`src/rtl/crc_frame_engine.sv`:
```
// Frame-aware parametrised CRC engine: SOF/EOF framing, beat counter,
// residue check, protocol-error pulse, valid/ready on both sides.
// Ports: ck, rst_n, clr | in_valid/in_ready/in_data/in_sof/in_eof |
//        out_valid/out_ready/out_crc/out_ok/out_len | err
module crc_frame_engine #(
   parameter int unsigned          CRC_W     = 5,
   parameter int unsigned          DATA_W    = 8,
   parameter logic [CRC_W-1:0]     POLY      = 5'h05,
   parameter logic [CRC_W-1:0]     INIT      = '1,
   parameter logic [CRC_W-1:0]     XOROUT    = '0,
   parameter logic [CRC_W-1:0]     RESIDUE   = '0,
   parameter bit                   LSB_FIRST = 1'b0,
   parameter int unsigned          LEN_W     = 16
) (
   input  logic              ck,
   input  logic              rst_n,
   input  logic              clr,
   input  logic              in_valid,
   output logic              in_ready,
   input  logic [DATA_W-1:0] in_data,
   input  logic              in_sof,
   input  logic              in_eof,
   output logic              out_valid,
   input  logic              out_ready,
   output logic [CRC_W-1:0]  out_crc,
   output logic              out_ok,
   output logic [LEN_W-1:0]  out_len,
   output logic              err
);

   typedef enum logic [1:0] {
      ST_IDLE = 2'd0,
      ST_RUN  = 2'd1,
      ST_HOLD = 2'd2
   } state_t;

   state_t           r_state;
   state_t           w_next;
   logic [CRC_W-1:0] r_crc;
   logic [CRC_W-1:0] w_crc_nxt;
   logic [CRC_W-1:0] w_beat_in;
   logic [CRC_W-1:0] w_beat_out;
   logic [LEN_W-1:0] r_len;
   logic [LEN_W-1:0] w_len_nxt;
   logic             r_err;
   logic             w_err_nxt;
   logic             w_accept;

   // DATA_W chained serial LFSR steps, unrolled into one combinational beat
   function automatic logic [CRC_W-1:0] f_beat(
      input logic [CRC_W-1:0]  c_in,
      input logic [DATA_W-1:0] d
   );
      logic [CRC_W-1:0] c;
      logic             b;
      logic             fb;
      c = c_in;
      for (int i = 0; i < int'(DATA_W); i++) begin
         b  = LSB_FIRST ? d[i] : d[int'(DATA_W)-1-i];
         fb = c[CRC_W-1] ^ b;
         c  = c << 1;
         if (fb) c = c ^ POLY;
      end
      return c;
   endfunction

   // clr blocks consumption even while in_ready is high
   assign w_accept   = in_valid & in_ready & ~clr;
   // SOF always restarts from INIT, whether in IDLE or mid-frame
   assign w_beat_in  = in_sof ? INIT : r_crc;
   assign w_beat_out = f_beat(w_beat_in, in_data);

   always_ff @(posedge ck or negedge rst_n) begin
      if (!rst_n) r_state <= ST_IDLE;
      else        r_state <= w_next;
   end

   always_comb begin
      w_next = r_state;
      if (clr) begin
         w_next = ST_IDLE;
      end else begin
         case (r_state)
            ST_IDLE: begin
               if (w_accept && in_sof)
                  w_next = in_eof ? ST_HOLD : ST_RUN;
            end
            ST_RUN: begin
               if (w_accept)
                  w_next = in_eof ? ST_HOLD : ST_RUN;
            end
            ST_HOLD: begin
               if (out_ready) w_next = ST_IDLE;
            end
            default: w_next = ST_IDLE;
         endcase
      end
   end

   always_comb begin
      in_ready  = (r_state != ST_HOLD);
      out_valid = (r_state == ST_HOLD);
      out_crc   = out_valid ? (r_crc ^ XOROUT) : '0;
      out_ok    = out_valid && (r_crc == RESIDUE);
      out_len   = out_valid ? r_len : '0;
      err       = r_err;
   end

   always_comb begin
      w_crc_nxt = r_crc;
      w_len_nxt = r_len;
      w_err_nxt = 1'b0;
      if (clr) begin
         w_crc_nxt = INIT;
         w_len_nxt = '0;
      end else if (w_accept) begin
         if (in_sof) begin
            w_crc_nxt = w_beat_out;
            w_len_nxt = LEN_W'(1);
            w_err_nxt = (r_state == ST_RUN);
         end else if (r_state == ST_RUN) begin
            w_crc_nxt = w_beat_out;
            if (r_len != '1) w_len_nxt = r_len + LEN_W'(1);
         end else begin
            // data beat with no open frame
            w_err_nxt = 1'b1;
         end
      end
   end

   always_ff @(posedge ck or negedge rst_n) begin
      if (!rst_n) begin
         r_crc <= INIT;
         r_len <= '0;
         r_err <= 1'b0;
      end else begin
         r_crc <= w_crc_nxt;
         r_len <= w_len_nxt;
         r_err <= w_err_nxt;
      end
   end

endmodule

```
`config.mk`:
```
export PLATFORM = sky130hd
export DESIGN_NAME = crc_frame_engine
export DESIGN_NICKNAME = d
export VERILOG_FILES = /design/src/rtl/crc_frame_engine.sv
export SDC_FILE = /design/constraint.sdc
export NUM_CORES = 1
export LEC_CHECK = 0
export CORE_MARGIN = 2
export CORE_UTILIZATION = 49
export CTS_CLUSTER_DIAMETER = 60
export CTS_CLUSTER_SIZE = 28
export DETAILED_ROUTE_END_ITERATION = 10
export PLACE_DENSITY = 0.91
export RECOVER_POWER = 50
export SLEW_MARGIN = 5
export SYNTH_ARGS = -nofsm -noshare
export SYNTH_HDL_FRONTEND = slang
export SYNTH_SLANG_ARGS = --single-unit
```
`constraint.sdc`:
```
create_clock -name ck -period 2.17 [get_ports ck]
set_input_delay 0.3255 -clock ck [delete_from_list [all_inputs] [get_ports ck]]
set_output_delay 0.3255 -clock ck [all_outputs]
set_load 0.01 [all_outputs]
```
## Word-level counts from Yosys, hierarchy flattened

Index checks and enable logic that the tools add are counted.

| cells by class | value |
|---|---|
| $add $sub $neg | 1 |
| equality and inequality tests | 7 |
| multiplexer cells | 30 |
| bitwise gates (word level) | 19 |
| reduce and logical (&&, ||, !) cells | 10 |

Operator list:

| cell | number |
|---|---|
| 16-bit two-way mux | 6 |
| 5-bit two-way mux | 6 |
| 3-bit two-way mux | 8 |
| 16-bit by 1-bit adder with 16-bit output, second input constant | 1 |
| 16-bit != test, second input constant | 1 |
| 2-bit inverter | 8 |
| 2-bit two-way mux | 5 |
| 1-bit bitwise XOR | 8 |
| 3-bit != test, second input constant | 2 |
| 2-bit one-hot mux with 3 select lines | 1 |
| 3-bit AND reduction | 2 |
| 3-bit nonzero test | 2 |
| 5-bit zero test | 1 |
| 1-bit two-way mux | 4 |
| 3-bit by 2-bit != test with 1-bit output, second input constant | 1 |
| 1-bit AND | 2 |
| 2-bit by 1-bit == test with 1-bit output, second input constant | 1 |
| 2-bit == test, second input constant | 1 |
| 1-bit logical AND | 2 |
| 2-bit zero test | 1 |
| 2-bit != test, second input constant | 1 |
| 2-bit AND reduction | 1 |
| 2-bit nonzero test | 1 |
| 1-bit inverter | 1 |

| storage, ports and cells | value |
|---|---|
| flip-flop bits (word level) | 24 |
| input port bits | 15 |
| output and inout bits | 25 |

## Logic depth before layout (Yosys ltp)

| depth | value |
|---|---|
| depth after elaboration | 21 |
| mapped depth | 7 |

## Worst setup path after synthesis

Ideal clock, no wire load.

| timing | value |
|---|---|
| path kind | register to register |
| from | register r_len[6] |
| to | register r_len[9] |
| library setup time | 79 ps |
| arrival | 1717 ps |
| path slack | 373 ps |
| stages on the path, launching flop included | 8 |
| path through | dfrtp_1 > and4_4 > and3_4 > buf_6 > and3_1 > buf_2 > nor4_1 > mux2i_1 |

| between the ends | value |
|---|---|
| word-level cells in the longest chain between the ends | 6 |
| elaborated cells between the ends (all ways) | 9 |
| those cells by class | add/sub: 1; eq/ne: 1; mux: 5; reduce/logical: 2 |

Ends and longest elaborated chain:

| item | line | text |
|---|---|---|
| start, declared | 43 | `logic [LEN_W-1:0] r_len;` |
| start signal, assigned | 138 | `r_len <= w_len_nxt;` |
| 16-bit by 1-bit adder with 16-bit output | 123 | `if (r_len != '1) w_len_nxt = r_len + LEN_W'(1);` |
| 16-bit two-way mux | 123 |  |
| 16-bit two-way mux | 121 | `end else if (r_state == ST_RUN) begin` |
| 16-bit two-way mux | 117 | `if (in_sof) begin` |
| 16-bit two-way mux | 116 | `end else if (w_accept) begin` |
| 16-bit two-way mux | 113 | `if (clr) begin` |

Several ways; a longest one is shown, not always the timed one. The select of a mux whose other input is x is not followed.
A chain may end at the register's enable or synchronous reset.

## Worst setup path in the final report

| timing | value |
|---|---|
| from | register r_state[0] |
| to | output out_valid |

| between the ends | value |
|---|---|
| word-level cells in the longest chain between the ends | 1 |

Ends and longest elaborated chain:

| item | line | text |
|---|---|---|
| start, declared | 37 | `state_t r_state;` |
| start signal, assigned | 75 | `else r_state <= w_next;` |
| 2-bit == test | 102 | `out_valid = (r_state == ST_HOLD);` |
| end, declared | 23 | `output logic out_valid,` |

Every way passes these cells.

==> results.txt <==
non-filler cells, final = 271
Synth cell types = 44
crit end category = output pin
dominant synthesized flop cell = dfrtp_1
sequential cell area = 606.8 um^2
total core area = 3284 um^2
initial antenna violation count = 0
WP data arrival = 1.74 ns
pin count of the biggest net entering global routing = 26
DRC violations left = 0
worst skew pair latency = 0.33 ns
Hold WS = 0.5186 ns
GRT overflow = 0
first-pass GRT wire length = 6.354 mm
H-tree Lvls = 1
slew margin rel. = 14.68%
post-layout worst setup margin = 0.09955 ns
critical path class = reg -> out
Fmax = 483.0 MHz
Die X = 61.93 um
Antenna Cells = 0
drt via density = 5.653
XOR/XNOR Fraction of Synth Area = 11.80%
final setup fails = 0
PortBufs = 39
area share of fa/ha/maj cells after synthesis = 0.7610%
io pins = 40
CTS sink count = 24
Simple-Gate Fraction of Synth Area = 27.70%
Synth top area share = 28.92%
die height = 61.93 um
Total GRT Usage = 22.39%
WL/cell = 14.55 um
number of DRC markers in iteration 0 = 79
placed insts = 266
yosys warns = 0
fin util = 66.36%
crit-path max FO = 16
Hold Crit Class = reg -> reg
fin crit share = 95.41%
# hold bufs at CTS = 0
compound-cell area share of the yosys netlist = 17.66%
post-synth top area cell = dfrtp_1
max cap viols = 0
Tmin final = 2.070 ns
clock-pin slew on the worst setup and hold paths = 0.14 ns
Gate Count Post-Synth = 177
row count = 21
final slew viol count = 0
final net count = 242
Mean Syn Cell Area = 9.289 um^2
Worst setup SP type = flip-flop
placed inst area = 2151 um^2
Final HPWL DP = 2.965 mm
FFs w/ async S/R, synth = 100.0%
clock buffer count from CTS = 3
post-route ant nets = 0
Placer Congestion = 0.9033
design area = 2180 um^2
area grow syn2layout = 32.57%
worst slew pin tran = 1.280 ns
Tot Pwr = 1.147 mW
Netlist Area Pre-Place = 1644 um^2
CTS tree = built
top cells by area, synth = dfrtp_1, and2_1, dfstp_2
worst vdd ir = 0.0002517 V
largest family of logic cells by synthesized area = simple AND/OR/NAND/NOR gates
multiplexer share of the synthesized area = 1.826%
RSZ-0062 raised after global routing = false
Mapped Nets = 193
most frequent cells in the layout = dlygate4sd2_1, and2_1, dfrtp_1
Root Driver = clkbuf_4
final hold vios = 0
1st-pass router iterations = 6
Vias = 1532
setup TNS = 0 ns
CTS max path bufs = 2
DP Worst Slack = -0.05096 ns
die area = 3835 um^2
#FFs+latches synth = 24
status = completed
commonest non-fill, non-tap cell in the layout = dlygate4sd2_1
Lkg Pwr = 0.9680 nW
WL final = 3.943 mm
PD cells = 526.2 nW/um^2
Req. time, crit path = 1.84 ns
fillers = 268
Multi-input gate area = 982.2 um^2
clock skew = 0.008840 ns
vias in the first global route = 1325
sequential fraction of the synthesis area = 36.91%
initial core utilization = 50.06%
layout cells sized above 1 = 11.11%
Post-synth EDFFs = 0
## sequential cells by signal, indices dropped and copies added (netlist names)
| signal | flops |
|---|---|
| r_crc | 5 |
| r_len | 16 |
| r_state | 2 |
| err | 1 |
## where the power goes
part	switching, mW	total [mW]	internal [mW]
registers	0.0273	0.508	0.480
clock network	0.142	0.329	0.187
logic	0.141	0.310	0.169
total	0.310	1.15	0.837
## cell families (layout without fill, tap and decap cells)
logic type | Yosys count | count (layout)
xor gates and xnor gates | 19 | 19
adders and majority gates | 1 | 1
buffers and inverters | 11 | 59
muxes | 3 | 3
AOI/OAI and AO/OA | 42 | 42
DFF | 24 | 24
and+or+nand+nor | 77 | 77
## critical path: stages (launching register included)
cell	delay, ns
dfrtp_1	0.40
nand2b_2	0.22
inv_1	0.10
buf_6	0.15
clkdlybuf4s50_1	0.54
## final cells by class
class / count / area share (%)
clock buffer: 3 / 1.033
clock inverter: 1 / 1.378
inverter: 3 / 0.5166
multi-input combinational: 142 / 45.06
sequential: 24 / 27.84
tap: 46 / 2.641
timing repair buffer: 52 / 21.53
## final timing paths
| path | start | to | slack (ns) | cells past startpoint |
|---|---|---|---|---|
| setup / recovery | r_state[0] | out_valid | 0.1 | 4 |
| hold / removal | r_state[1] | r_state[0] | 0.52 | 1 |
| setup reg to reg | r_len[0] | r_len[15] | 0.13 | 6 |
| hold reg to reg | r_state[1] | r_state[0] | 0.52 | 1 |
| max in group asynchronous | rst_n | r_len[2] | 0.64 | 2 |
| min in group asynchronous | rst_n | r_len[9] | 0.76 | 2 |
## Yosys cell counts (5+ instances only)
library cell / count
dfstp_2: 5
xnor2_1: 12
o21ai_0: 6
dfrtp_1: 19
xor2_1: 5
a21oi_1: 10
or4_1: 6
o31ai_1: 7
and3_1: 5
o22a_1: 6
nand2_1: 10
and2_1: 21
nor2_1: 8
## metal layers
layer	vias to the layer above	routed length [um]	GRT usage (%)
met5	-	0	0
met4	0	85	11.55
met3	7	158	2.484
met2	50	1984	35.49
met1	728	1714	30.22
li1	747	-	-
## repair_timing
| item | 4_1_cts | 5_1_grt |
|---|---|---|
| pin swaps | 0 | 0 |
| resized for setup | 24 | 1 |
| setup buffers | 1 | 0 |
| endpoints found under the setup margin | 22 | 2 |
Power figures use the tool's default switching activity.
